`src/rtl/bcd_pkg.sv`:
```
// Shared types and constants for the two-digit BCD down timer.
// Optional clamp of invalid preset digits: BCD_DOWN_TIMER_INVALID_CLAMP_EN.
package bcd_pkg;

   typedef enum logic [1:0] {
      IDLE,
      RUN,
      PAUSED,
      DONE
   } state_t;

   localparam logic [3:0] DIGIT_MAX = 4'd9;
   localparam logic [3:0] DIGIT_MIN = 4'd0;

endpackage

```
`src/rtl/bcd_digit_dec.sv`:
```
// One BCD digit decrement stage; chained through the borrow.
// Digits above 9 decrement as plain binary until they are back in range.
module bcd_digit_dec
   import bcd_pkg::*;
(
   input  logic [3:0] d,
   input  logic       dec,
   output logic [3:0] q,
   output logic       bout
);

   always_comb begin
      q    = d;
      bout = 1'b0;
      if (dec) begin
         if (d == DIGIT_MIN) begin
            q    = DIGIT_MAX;
            bout = 1'b1;
         end else begin
            q = d - 4'd1;
         end
      end
   end

endmodule

```
`src/rtl/bcd_down_timer.sv`:
```
// Two-digit BCD down timer with load/start/pause and optional auto reload.
// Define BCD_DOWN_TIMER_INVALID_CLAMP_EN to clamp preset digits above 9.
module bcd_down_timer
   import bcd_pkg::*;
#(
   parameter int AUTO_RELOAD = 0
) (
   input  logic       CLK,
   input  logic       Clear,
   input  logic       load,
   input  logic [3:0] preset_tens,
   input  logic [3:0] preset_units,
   input  logic       start,
   input  logic       pause,
   input  logic       tick,
   output logic [3:0] tens,
   output logic [3:0] units,
   output logic       borrow,
   output logic       done,
   output logic       busy
);

   state_t     state, state_n;
   logic [3:0] tens_n, units_n;
   logic [3:0] pre_t, pre_u, pre_t_n, pre_u_n;
   logic [3:0] ld_t, ld_u;
   logic [3:0] dec_t, dec_u;
   logic       borrow_n, done_n;
   logic       terminal, dec_en, ub, unused_tb;

`ifdef BCD_DOWN_TIMER_INVALID_CLAMP_EN
   assign ld_t = (preset_tens  > DIGIT_MAX) ? DIGIT_MAX : preset_tens;
   assign ld_u = (preset_units > DIGIT_MAX) ? DIGIT_MAX : preset_units;
`else
   assign ld_t = preset_tens;
   assign ld_u = preset_units;
`endif

   // 01 (or a reloaded 00) ends the run instead of decrementing
   assign terminal = (tens == DIGIT_MIN) && (units <= 4'd1);
   assign dec_en   = (state == RUN) && !load && !pause
                     && tick && !terminal;

   bcd_digit_dec u_units (
      .d    (units),
      .dec  (dec_en),
      .q    (dec_u),
      .bout (ub)
   );

   bcd_digit_dec u_tens (
      .d    (tens),
      .dec  (ub),
      .q    (dec_t),
      .bout (unused_tb)
   );

   always_comb begin
      state_n  = state;
      tens_n   = tens;
      units_n  = units;
      pre_t_n  = pre_t;
      pre_u_n  = pre_u;
      borrow_n = 1'b0;
      done_n   = 1'b0;
      if (load) begin
         tens_n  = ld_t;
         units_n = ld_u;
         pre_t_n = ld_t;
         pre_u_n = ld_u;
         state_n = IDLE;
      end else begin
         unique case (state)
            IDLE, DONE: begin
               if (start) begin
                  if ({tens, units} != 8'h00) begin
                     state_n = RUN;
                  end else begin
                     state_n = DONE;
                     done_n  = 1'b1;
                  end
               end
            end
            RUN: begin
               if (pause) begin
                  state_n = PAUSED;
               end else if (tick) begin
                  if (terminal) begin
                     done_n = 1'b1;
                     if (AUTO_RELOAD != 0) begin
                        tens_n  = pre_t;
                        units_n = pre_u;
                     end else begin
                        tens_n  = DIGIT_MIN;
                        units_n = DIGIT_MIN;
                        state_n = DONE;
                     end
                  end else begin
                     tens_n   = dec_t;
                     units_n  = dec_u;
                     borrow_n = ub;
                  end
               end
            end
            PAUSED: begin
               if (start && !pause) state_n = RUN;
            end
            default: state_n = IDLE;
         endcase
      end
   end

   always_ff @(posedge CLK or posedge Clear) begin
      if (Clear) begin
         state  <= IDLE;
         tens   <= DIGIT_MIN;
         units  <= DIGIT_MIN;
         pre_t  <= DIGIT_MIN;
         pre_u  <= DIGIT_MIN;
         borrow <= 1'b0;
         done   <= 1'b0;
      end else begin
         state  <= state_n;
         tens   <= tens_n;
         units  <= units_n;
         pre_t  <= pre_t_n;
         pre_u  <= pre_u_n;
         borrow <= borrow_n;
         done   <= done_n;
      end
   end

   assign busy = (state == RUN) || (state == PAUSED);

endmodule

```
`config.mk`:
```
export PLATFORM = sky130hd
export DESIGN_NAME = bcd_down_timer
export DESIGN_NICKNAME = d
export VERILOG_FILES = /design/src/rtl/bcd_pkg.sv /design/src/rtl/bcd_digit_dec.sv /design/src/rtl/bcd_down_timer.sv
export SDC_FILE = /design/constraint.sdc
export NUM_CORES = 1
export LEC_CHECK = 0
export ABC_AREA = 1
export CAP_MARGIN = 20
export CORE_ASPECT_RATIO = 1.4
export CORE_MARGIN = 5
export CORE_UTILIZATION = 46
export CTS_CLUSTER_SIZE = 30
export DETAILED_ROUTE_END_ITERATION = 10
export MAX_ROUTING_LAYER = met4
export PLACE_DENSITY = 0.81
export REMOVE_ABC_BUFFERS = 1
export SLEW_MARGIN = 0
export SYNTH_ARGS = -nofsm -noshare
export SYNTH_HDL_FRONTEND = slang
export SYNTH_SLANG_ARGS = --single-unit
```
`constraint.sdc`:
```
create_clock -name CLK -period 1.5 [get_ports CLK]
set_input_delay 0.3 -clock CLK [delete_from_list [all_inputs] [get_ports CLK]]
set_output_delay 0.3 -clock CLK [all_outputs]
set_load 0.03 [all_outputs]
```
==> results of run 1 <==
[area by class of cell]
type / instances / area, µm²
clock buffers: 3 / 22.5
well taps: 20 / 25.0
inverters: 16 / 62.6
multi-input cells: 96 / 533
flip-flops and latches: 12 / 300
fillers: 148 / 490
repair buffers: 39 / 345
[routing by layer]
metal  track usage  vias up  wire length, µm
li1              -      479                -
met1         0.204      433              851
met2         0.352       37             1270
met3        0.0267        7              147
met4        0.0854        0               62
met5             -        -                0
[logic make-up after synthesis]
logic type / synth area share
AO/OA/AOI/OAI: 0.0880
XOR/XNOR: 0.0103
adder cells (fa/ha/maj): 0.0440
buffers and inverters: 0.0762
flip-flops: 0.352
AND/OR/NAND/NOR: 0.430
[final timing paths]
check,start,slack [ps],endpoint
max reg2reg,state[1],20,tens[3]
max in group asynchronous,Clear,840,tens[1]
min,Clear,330,units[0]
min reg2reg,tens[0],570,tens[0]
min in group CLK,tens[0],570,tens[0]
max,state[1],2,busy
[where the power goes]
group | leakage (nW) | internal [W] | switching [W]
Clock | 0.0138 | 0.0000932 | 0.000113
Sequential | 0.151 | 0.000390 | 0.0000513
Combinational | 0.490 | 0.000490 | 0.000621
Total | 0.656 | 0.000973 | 0.000785
[what timing repair did]
action                                  4_1_cts  5_1_grt
gates cloned                                  0        0
hold buffers                                  0        0
pin swaps                                     1        8
endpoints found under the setup margin       11       11
resized for setup                            14       14
setup buffers                                 2        2
[through the flow]
step	worst slack (ps)	utilization
after global placement	-35.5	0.671
after detailed placement	-107	0.671
after global routing	-58.1	0.724
after CTS	5.43	0.695
after floorplan	37.6	-
final	1.92	0.724
[state kept, by name, summed over array words and instances (netlist names)]
signal,count
borrow,1
state,2
units,4
tens,4
done,1
[worst max-delay path, cell delays in order, from the launching register on]
cell     delay [ps]
dfrtp_1         440
ha_4            320
inv_4            40
buf_6           130
[cell usage after synthesis]
master | n | area [µm²]
a21oi_1 | 1 | 5.00
a31oi_1 | 2 | 12.5
buf_2 | 1 | 5.00
clkinv_1 | 1 | 3.75
dfrtp_1 | 12 | 300
ha_1 | 3 | 37.5
inv_1 | 15 | 56.3
nand2_1 | 44 | 165
nand2_2 | 5 | 31.3
nand2_4 | 1 | 11.3
nand3_1 | 13 | 65.1
nand4_1 | 2 | 12.5
nor2_1 | 7 | 26.3
nor2_2 | 6 | 37.5
nor2_4 | 1 | 11.3
o211ai_1 | 1 | 7.51
o21ai_0 | 5 | 25.0
o21ai_2 | 2 | 17.5
o21bai_1 | 1 | 7.51
or2_2 | 1 | 6.26
xnor2_1 | 1 | 8.76
==> flow_metrics.tcl, run 1 <==
set metrics [dict create \
    ant_nets 0 \
    p_total_w 0.00176 \
    ys_ff_latch 12 \
    syn_to_final_growth_pct 51.0 \
    dp_cells 179 \
    die_y_um 61.0 \
    setup_violations 0 \
    fin_cells 186 \
    cts.clk_slew.worst_paths_ps 80 \
    final_common_cell "nand2_1" \
    antenna_found_initial 0 \
    htree_num_levels 1 \
    critPathArrivalTime_ps 1200 \
    ios 25 \
    hp-class "in -> async" \
    grt_overflow 0 \
    grt_pass1_vias 936 \
    final.setup.tns_ps 0 \
    period_share 0.999 \
    syn_avg_cell_area_um2 6.83 \
    report.final.slew_viol_count 0 \
    dpl-instance-area_mm2 0.00119 \
    syn_inst 125 \
    min_period_ps 1500 \
    final-hold-violation-count 0 \
    path_max_fanout 4 \
    whs_ps 330 \
    crit_type "reg -> out" \
    vias_per_cell 5.14 \
    maxCapViolations 0 \
    ctsRootBufferMaster "clkbuf_4" \
    grt_max_degree 13 \
    timing.fmax_mhz 668 \
    max_slew_margin 0.679 \
    drive_gt1_frac 0.295 \
    insertion_delay_ps 280 \
    start_util 0.480 \
    first_iter_violations 24 \
    die_x_um 46.4 \
    cts_sinks 12 \
    cts_made_buffers 3 \
    grt_use_total 0.196 \
    core_area_mm2 0.00178 \
    drt_first_pass_iters 4 \
    status "complete, no violations" \
    synth.yosys.seq_area_share 0.352 \
    io_buffers 24 \
    power.density_mw_per_mm2 1360 \
    final_cell_mix "nand2_1, buf_4, clkdlybuf4s50_1, nand3_1, dfrtp_1" \
    rsz0062_at_grt "true" \
    crit_path_end_kind "output pin" \
    synth-warning-count 0 \
    cts_tree "done" \
    hpwl_mm 1.71 \
    drt-total-wl_mm 2.34 \
    critical_path_required_ps 1200 \
    synth.distinct_cells 21 \
    clk_path_buf_depth 2 \
    nets 185 \
    synth_area_um2 853 \
    worstSetupStartpointType "flop" \
    grt_pass1_wl_mm 3.86 \
    wl_per_cell_um 12.6 \
    fin_skew_ps 4.37 \
    ir_drop_mv 0.956 \
    drc 0 \
    final_area_mm2 0.00129 \
    rr_worst_depth 10 \
    diodes 0 \
    rows 18 \
    gp_congestion 0.847 \
    num_vias 956 \
    worst_pin_slew_ps 481 \
    die_area_mm2 0.00283 \
    p_leak_nw 0.656 \
]
(Power assumes the default switching activity.)
==> inputs of run 2 (changes only) <==
--- a/config.mk
+++ b/config.mk
@@ -15,6 +15,7 @@
 export MAX_ROUTING_LAYER = met4
 export PLACE_DENSITY = 0.81
 export REMOVE_ABC_BUFFERS = 1
+export SETUP_SLACK_MARGIN = 0.05
 export SLEW_MARGIN = 0
 export SYNTH_ARGS = -nofsm -noshare
 export SYNTH_HDL_FRONTEND = slang
==> run 2 against run 1 <==
First-iteration DRC count up 21%. Cell area up 8.5%. Sequential share of layout area down 1.7 points. Total power up 13%. Clock-buffer cell count unchanged. Utilization up 6.2 points. Global-route usage up 0.73 points. Clock skew down 3.7 ps. Register-to-register slack about the same. Combinational power up 21%. Highest routed layer unchanged. Critical path type unchanged. Hold slack better by 2.0 ps.
==> flow_metrics.tcl, run 2 (synthesis gave the netlist of run 1 again) <==
set metrics [dict create \
    status "complete, no violations" \
    rows 18 \
    die_area_mm2 0.00283 \
    gp_congestion 0.847 \
    wl_per_cell_um 14.3 \
    first_iter_violations 29 \
    fillers 128 \
    slowest_delay_ps 450 \
    grt_pass1_vias 951 \
    min_period_ps 1480 \
    cts_made_buffers 3 \
    maxCapViolations 0 \
    start_util 0.480 \
    diodes 0 \
    drt-total-wl_mm 2.67 \
    fin_skew_ps 0.629 \
    crit_type "reg -> out" \
    worstSetupStartpointType "flop" \
    ant_nets 0 \
    hp-class "in -> async" \
    drt_first_pass_iters 4 \
    nets 186 \
    final-hold-violation-count 0 \
    core_area_mm2 0.00178 \
    cts_tree "done" \
    ios 25 \
    grt_use_total 0.203 \
    dp_cells 179 \
    syn_to_final_growth_pct 63.9 \
    worst_pin_slew_ps 478 \
    report.final.slew_viol_count 0 \
    path_max_fanout 3 \
    cts_sinks 12 \
    grt_max_degree 13 \
    grt_pass1_wl_mm 3.99 \
    worstPathCellList "ha_4, inv_4, buf_6" \
    setup_violations 0 \
    timing.fmax_mhz 674 \
    die_x_um 46.4 \
    antenna_found_initial 0 \
    critPathArrivalTime_ps 1180 \
    final_cell_mix "nand2_1, buf_4, clkdlybuf4s50_1, dfrtp_1, dlygate4sd2_1" \
    p_total_w 0.00199 \
    hpwl_mm 1.71 \
    whs_ps 332 \
    vias_per_cell 5.35 \
    num_vias 1001 \
    fin_cells 187 \
    critPathSlowestCell "dfrtp_2" \
    p_leak_nw 0.712 \
    max_slew_margin 0.681 \
    htree_num_levels 1 \
    die_y_um 61.0 \
    final_common_cell "nand2_1" \
    period_share 0.989 \
    grt_overflow 0 \
    drive_gt1_frac 0.371 \
    power.density_mw_per_mm2 1430 \
    multiInputGateArea_um2 631 \
    register_area_um2 302 \
    cts.clk_slew.worst_paths_ps 80 \
    rsz0062_at_grt "true" \
    crit_path_end_kind "output pin" \
    ir_drop_mv 1.18 \
    critical_path_required_ps 1200 \
    insertion_delay_ps 270 \
    final_util 0.786 \
    top_regs "tens: 4 flops, units: 4 flops, state: 2 flops" \
    drc 0 \
    postCtsHoldBufs 0 \
    io_buffers 24 \
    ctsRootBufferMaster "clkbuf_4" \
    clk_path_buf_depth 2 \
]
==> run 2: changes by cell type in the layout (fill, tap and decap cells not counted), moves of 3 or more <==
cell	previous run	this run
nand2_1	41	35
nand2_4	1	6
nand3_1	12	9
nand3_2	1	4
nor2_2	8	5
nor2_4	1	4
o21ai_0	5	1
o21ai_1	0	3
==> run 2: report_power, final <==
| part | switching, W | internal [W] |
|---|---|---|
| Clock | 0.000114 | 0.0000931 |
| Sequential | 0.0000535 | 0.000393 |
| Combinational | 0.000732 | 0.000609 |
| Total | 0.000900 | 0.00109 |
==> run 2: layer usage <==
layer  share of wire  track usage  vias up
met2            0.58        0.358       39
met4           0.018       0.0854        0
met1            0.36        0.220      473
met3           0.041       0.0267        6
met5               0            -        -
li1                -            -      483
==> run 2: through the flow <==
stage | setup TNS [ps] | setup slack [ps] | instance area [µm²]
floorplan | 0 | 37.6 | 848
global placement | -64.8 | -35.5 | 1190
detailed placement | -450 | -107 | 1190
CTS | 0 | 49.1 | 1270
global route | -148 | -37.5 | 1400
finish | 0 | 16.4 | 1400
==> run 2: final cells by class <==
| cell class | count | area share |
|---|---|---|
| multi-input combinational | 96 | 0.451 |
| inverter | 16 | 0.0447 |
| sequential | 12 | 0.216 |
| tap | 20 | 0.0179 |
| timing repair buffer | 40 | 0.255 |
| clock buffer | 3 | 0.0161 |
==> run 2: repair_timing <==
action,in CTS,in global routing
pin swaps,2,12
buffers inserted,5,0
gates resized for setup,18,38
endpoints found under the setup margin,11,13
endpoints found under the hold margin,0,0
==> run 2: critical path, delay by kind of cell, from the launching register on <==
family,cells,cell delay [ps]
buffers and inverters,2,150
adder cells (fa/ha/maj),1,300
flip-flops,1,450
==> run 2: final timing paths <==
path                                      start  endpoint  slack, ps  cells after the start
worst min register to register         units[0]  units[0]        600                      2
min in group CLK                preset_units[1]  units[1]        600                      3
worst max register to register         state[0]   tens[3]         30                     10
worst min-delay path                      Clear      done        330                      2
worst max-delay path                   state[1]      busy         20                      3
max in group asynchronous                 Clear  state[1]        820                      2
==> edit 1, RTL diff (settings of run 1) <==
The output `done` loses its register stage (`done` becomes a continuous assignment).
--- a/src/rtl/bcd_down_timer.sv
+++ b/src/rtl/bcd_down_timer.sv
@@ -118,7 +118,6 @@
          pre_t  <= DIGIT_MIN;
          pre_u  <= DIGIT_MIN;
          borrow <= 1'b0;
-         done   <= 1'b0;
       end else begin
          state  <= state_n;
          tens   <= tens_n;
@@ -126,9 +125,10 @@
          pre_t  <= pre_t_n;
          pre_u  <= pre_u_n;
          borrow <= borrow_n;
-         done   <= done_n;
       end
    end
+
+   assign done = done_n;
 
    assign busy = (state == RUN) || (state == PAUSED);
 
Function: changed (Yosys sat finds a counterexample within 4 cycles, from zero or initial values).
==> edit 1 against run 1 <==
  * The run now ends with setup timing left
  * Critical path depth is 8 higher
  * Cell count increased by 5.4%
  * Synthesized area grew 1.6%
  * Total power increased by 12%
  * Worst setup slack worse by 350 ps
  * Utilization up 3.6 points
  * Design area rose by 5.0%
  * Sequential cell count down 1
  * Sequential power grew 2%
  * Count of clock-buffer cells in the layout grew 1
  * Combinational power grew 19%
  * Maximum frequency shrank 19%
  * Wire length down 1.5%
==> edit 1: results <==
[cts]
cts_buffers = 3
cts-root-buf = "clkbuf_4"
clockBufferDepth = 2
clk-insertion-delay-late_ps = 270
ctsHtreeMaxLevel = 1
path_clk_slew_ps = 70

[synth]
synth_top_flop_cell = "dfrtp_1"
synth_top_cells_by_count = "nand2_1 (42), inv_1 (14), dfrtp_1 (11)"
synth_area_leaders = "dfrtp_1 (32%), nand2_1 (18%), inv_1 (6.1%)"
ys_warn_count = 0
async_flop_share_pct = 100
ys_types = 21
ys_seq_area_share_pct = 31.7

[power_and_ir_drop]
powerDensity_nw_per_um2 = 1460
ir_worst_vdd_uv = 1030
p_leak_uw = 0.000712
switchingPower_uw = 897

[critical_path]
regToRegSetupSlack_ps = 20
crit_fanout = 2

[worst_hold_path]
holdCritPathClass = "input port to async pin"

[layout]
fin_nets = 194
drive_above_1_share_pct = 34.7
diodes = 0
fill_cells = 138
top_regs = "tens: 4 flops, units: 4 flops, state: 2 flops"

[route]
drt_wl_total_um = 2300
first_iter_violations = 15
viasPerCell = 4.90
drt-pass1-iter-count = 4

[outcome]
status = "complete, but fails checks"
violations = "setup timing"

[global_route]
grt_pass1_vias = 889
grt_max_degree = 12
grt_pass1_wl_um = 3610
antenna_found_initial = 0
grt_usage_pct = 18.5

[sta]
slew_headroom_pct = 69.1
worst_slack_ps = -345
fin_skew_ps = 1.57
holdWs_ps = 329
setup_viol = 2

[placement]
dpl-instance-area_um2 = 1250
routabilityCongestion = 0.859
io_buffers = 24
hpwl_um = 1810
edit 1: cells by family after synthesis:
logic type,Yosys count,share of synthesized area [%]
AOI/OAI and AO/OA,15,10.4
adders and majority gates,3,4.33
buffers and inverters,20,9.09
DFF,11,31.7
and+or+nand+nor,78,44.4
edit 1: power groups by stage:
| stage | sequential [uW] | clock (uW) | combinational [uW] |
|---|---|---|---|
| floorplan | 585 | 0 | 549 |
| CTS | 442 | 212 | 1250 |
| global route | 465 | 224 | 1430 |
| detailed placement | 445 | 0 | 1190 |
| finish | 449 | 209 | 1320 |
| global placement | 443 | 0 | 1160 |
edit 1: timing repair:
action / 4_1_cts / 5_1_grt
buffers inserted: 3 / 2
pin swaps: 3 / 6
cloned: 0 / 0
endpoints found under the setup margin: 13 / 7
hold buffers: 0 / 0
endpoints found under the hold margin: 0 / 0
resized for setup: 23 / 7
edit 1: per-layer routing:
metal | share of wire [%] | track usage (%)
met1 | 40 | 18.5
met2 | 56 | 34.6
met3 | 2.9 | 1.75
met4 | 1.7 | 8.30
met5 | 0 | -
edit 1: path summary, 6_finish.rpt:
path,start,end,depth (start not counted)
hold / removal,Clear,tens[2]$_DFFE_PP0P_,2
max in group asynchronous,Clear,units[0]$_DFFE_PP0P_,2
min in group CLK,state[0]$_DFFE_PP0P_,state[0]$_DFFE_PP0P_,2
setup / recovery,state[1]$_DFFE_PP0P_,done,11
setup reg to reg,state[1]$_DFFE_PP0P_,units[0]$_DFFE_PP0P_,11
hold reg to reg,state[0]$_DFFE_PP0P_,state[0]$_DFFE_PP0P_,2
edit 1: critical path, cell delays in order (launching register included):
cell	delay (ps)
dfrtp_1	380
inv_1	60
ha_2	170
inv_2	50
nor2_4	80
nand2_2	70
inv_2	60
nand2_2	40
nand2_1	50
nand2_1	60
nor2_2	110
buf_6	140
edit 1: area by class of cell:
class	instances	area, um2	area share (%)
timing repair buffer	46	397	29.3
inverter	19	71.3	5.27
clock buffer	4	26.3	1.94
multi-input combinational	96	558	41.3
tap	20	25.0	1.85
sequential	11	275	20.4
edit 1: through the flow:
step,cells,setup TNS [ps],setup slack [ps]
finish,196,-464,-345
global route,196,-745,-440
CTS,194,-540,-384
detailed placement,187,-378,-283
global placement,187,-223,-208
floorplan,126,-391,-357
==> edit 2, RTL diff (config.mk and constraints of run 1) <==
Made on the original files. `AUTO_RELOAD`: 0 -> 1.
--- a/src/rtl/bcd_down_timer.sv
+++ b/src/rtl/bcd_down_timer.sv
@@ -3,7 +3,7 @@
 module bcd_down_timer
    import bcd_pkg::*;
 #(
-   parameter int AUTO_RELOAD = 0
+   parameter int AUTO_RELOAD = 1
 ) (
    input  logic       CLK,
    input  logic       Clear,
Formal check against the unedited RTL: not equivalent (a bounded check fails within 4 cycles, from zero or initial values).
==> edit 2 against run 1 <==
  * Non-clock buffer count up 4
  * Synthesized cell count grew 30%
  * Largest power group unchanged
  * Wire length up 41%
  * Clock skew hardly changed
  * Count of clock-buffer cells in the layout stayed put
  * Synthesized area increased by 46%
  * Via count rose by 29%
  * Design area is 35% higher
  * Die area increased by 37%
  * Global-route usage is 0.90 points lower
  * The flow now finishes with violations (setup timing)
  * Worst setup slack got worse by 30 ps
  * Total power rose by 58%
  * Sequential cell count grew 8
==> edit 2: results <==
[outcome]
status = "complete, but fails checks"
violations = "setup timing"

[synth]
ys_seq_area_share_pct = 40.2
syn_inst = 163
synth_top_cells_by_count = "nand2_1 (48), dfrtp_1 (20), inv_1 (17)"
ys_types = 26
synth_area_leaders = "dfrtp_1 (40%), nand2_1 (14%), inv_1 (5.1%)"

[route]
first_iter_violations = 64
drt_wl_total_um = 3290
drt-pass1-iter-count = 4

[layout]
seq_cell_count = 20
num-nonclk-inverters = 22
multi_input_area_share_pct = 39.4
signal_buffers = 43
buffer_area_share_pct = 22.9
multi_input_comb_cells = 118
clk_share_pct = 1.30
fill_cells = 223
drive_above_1_share_pct = 27.7
seq_share_pct = 28.9
stdcell_count = 242
fin_nets = 226

[power_and_ir_drop]
p_leak_uw = 0.000894
ir_worst_vdd_uv = 1440
p_clk_uw = 257
seq_power_share_pct = 28.2
intPower_uw = 1480

[sta]
fin_skew_ps = 4.31
tns_ps = -27.9
holdWs_ps = 303
worst_pin_slew_ps = 314
setup_viol = 1
worst_slack_ps = -27.9

[critical_path]
cpMaxStageDelayCell = "dfrtp_2"
crit_fanout = 3
reg2reg_depth = 6
reg2reg_to = "state[1]$_DFFE_PP0P_"
regToRegSetupSlack_ps = 60
critical_path.max_stage_delay_ps = 460

[placement]
pre_cts_slack_ps = -239
dpl-instance-area_um2 = 1640

[global_route]
grt_pass1_wl_um = 5310
-- edit 2: cell count changes after synthesis, sizes merged, moves of 6 or more --
cell   change
a21oi      +6
nand2      +7
inv        +7
dfrtp      +8
o21ai      +6
-- edit 2: cell families after synthesis --
kind of cell	after synthesis	synth area share (%)
compound gates	24	11.1
fa+ha+maj	4	4.02
flops	20	40.2
buf+inv	25	8.04
simple gates	90	36.7
-- edit 2: timing repair --
item                       4_1_cts  5_1_grt
resized for setup               13       10
setup buffers                    2        3
pin swaps                        0        3
setup endpoints to repair       12       12
-- edit 2: per-layer routing --
| metal | vias to the layer above | routed length, um | GRT usage [%] |
|---|---|---|---|
| li1 | 599 | - | - |
| met1 | 586 | 1180 | 17.2 |
| met2 | 39 | 1910 | 33.7 |
| met3 | 12 | 114 | 3.12 |
| met4 | 0 | 85 | 11.4 |
| met5 | - | 0 | - |
-- edit 2: worst max-delay path, delay by kind of cell, from the launching register on --
kind       cells  cell delay [ps]
buf+inv        2              170
fa+ha+maj      1              300
flops          1              460
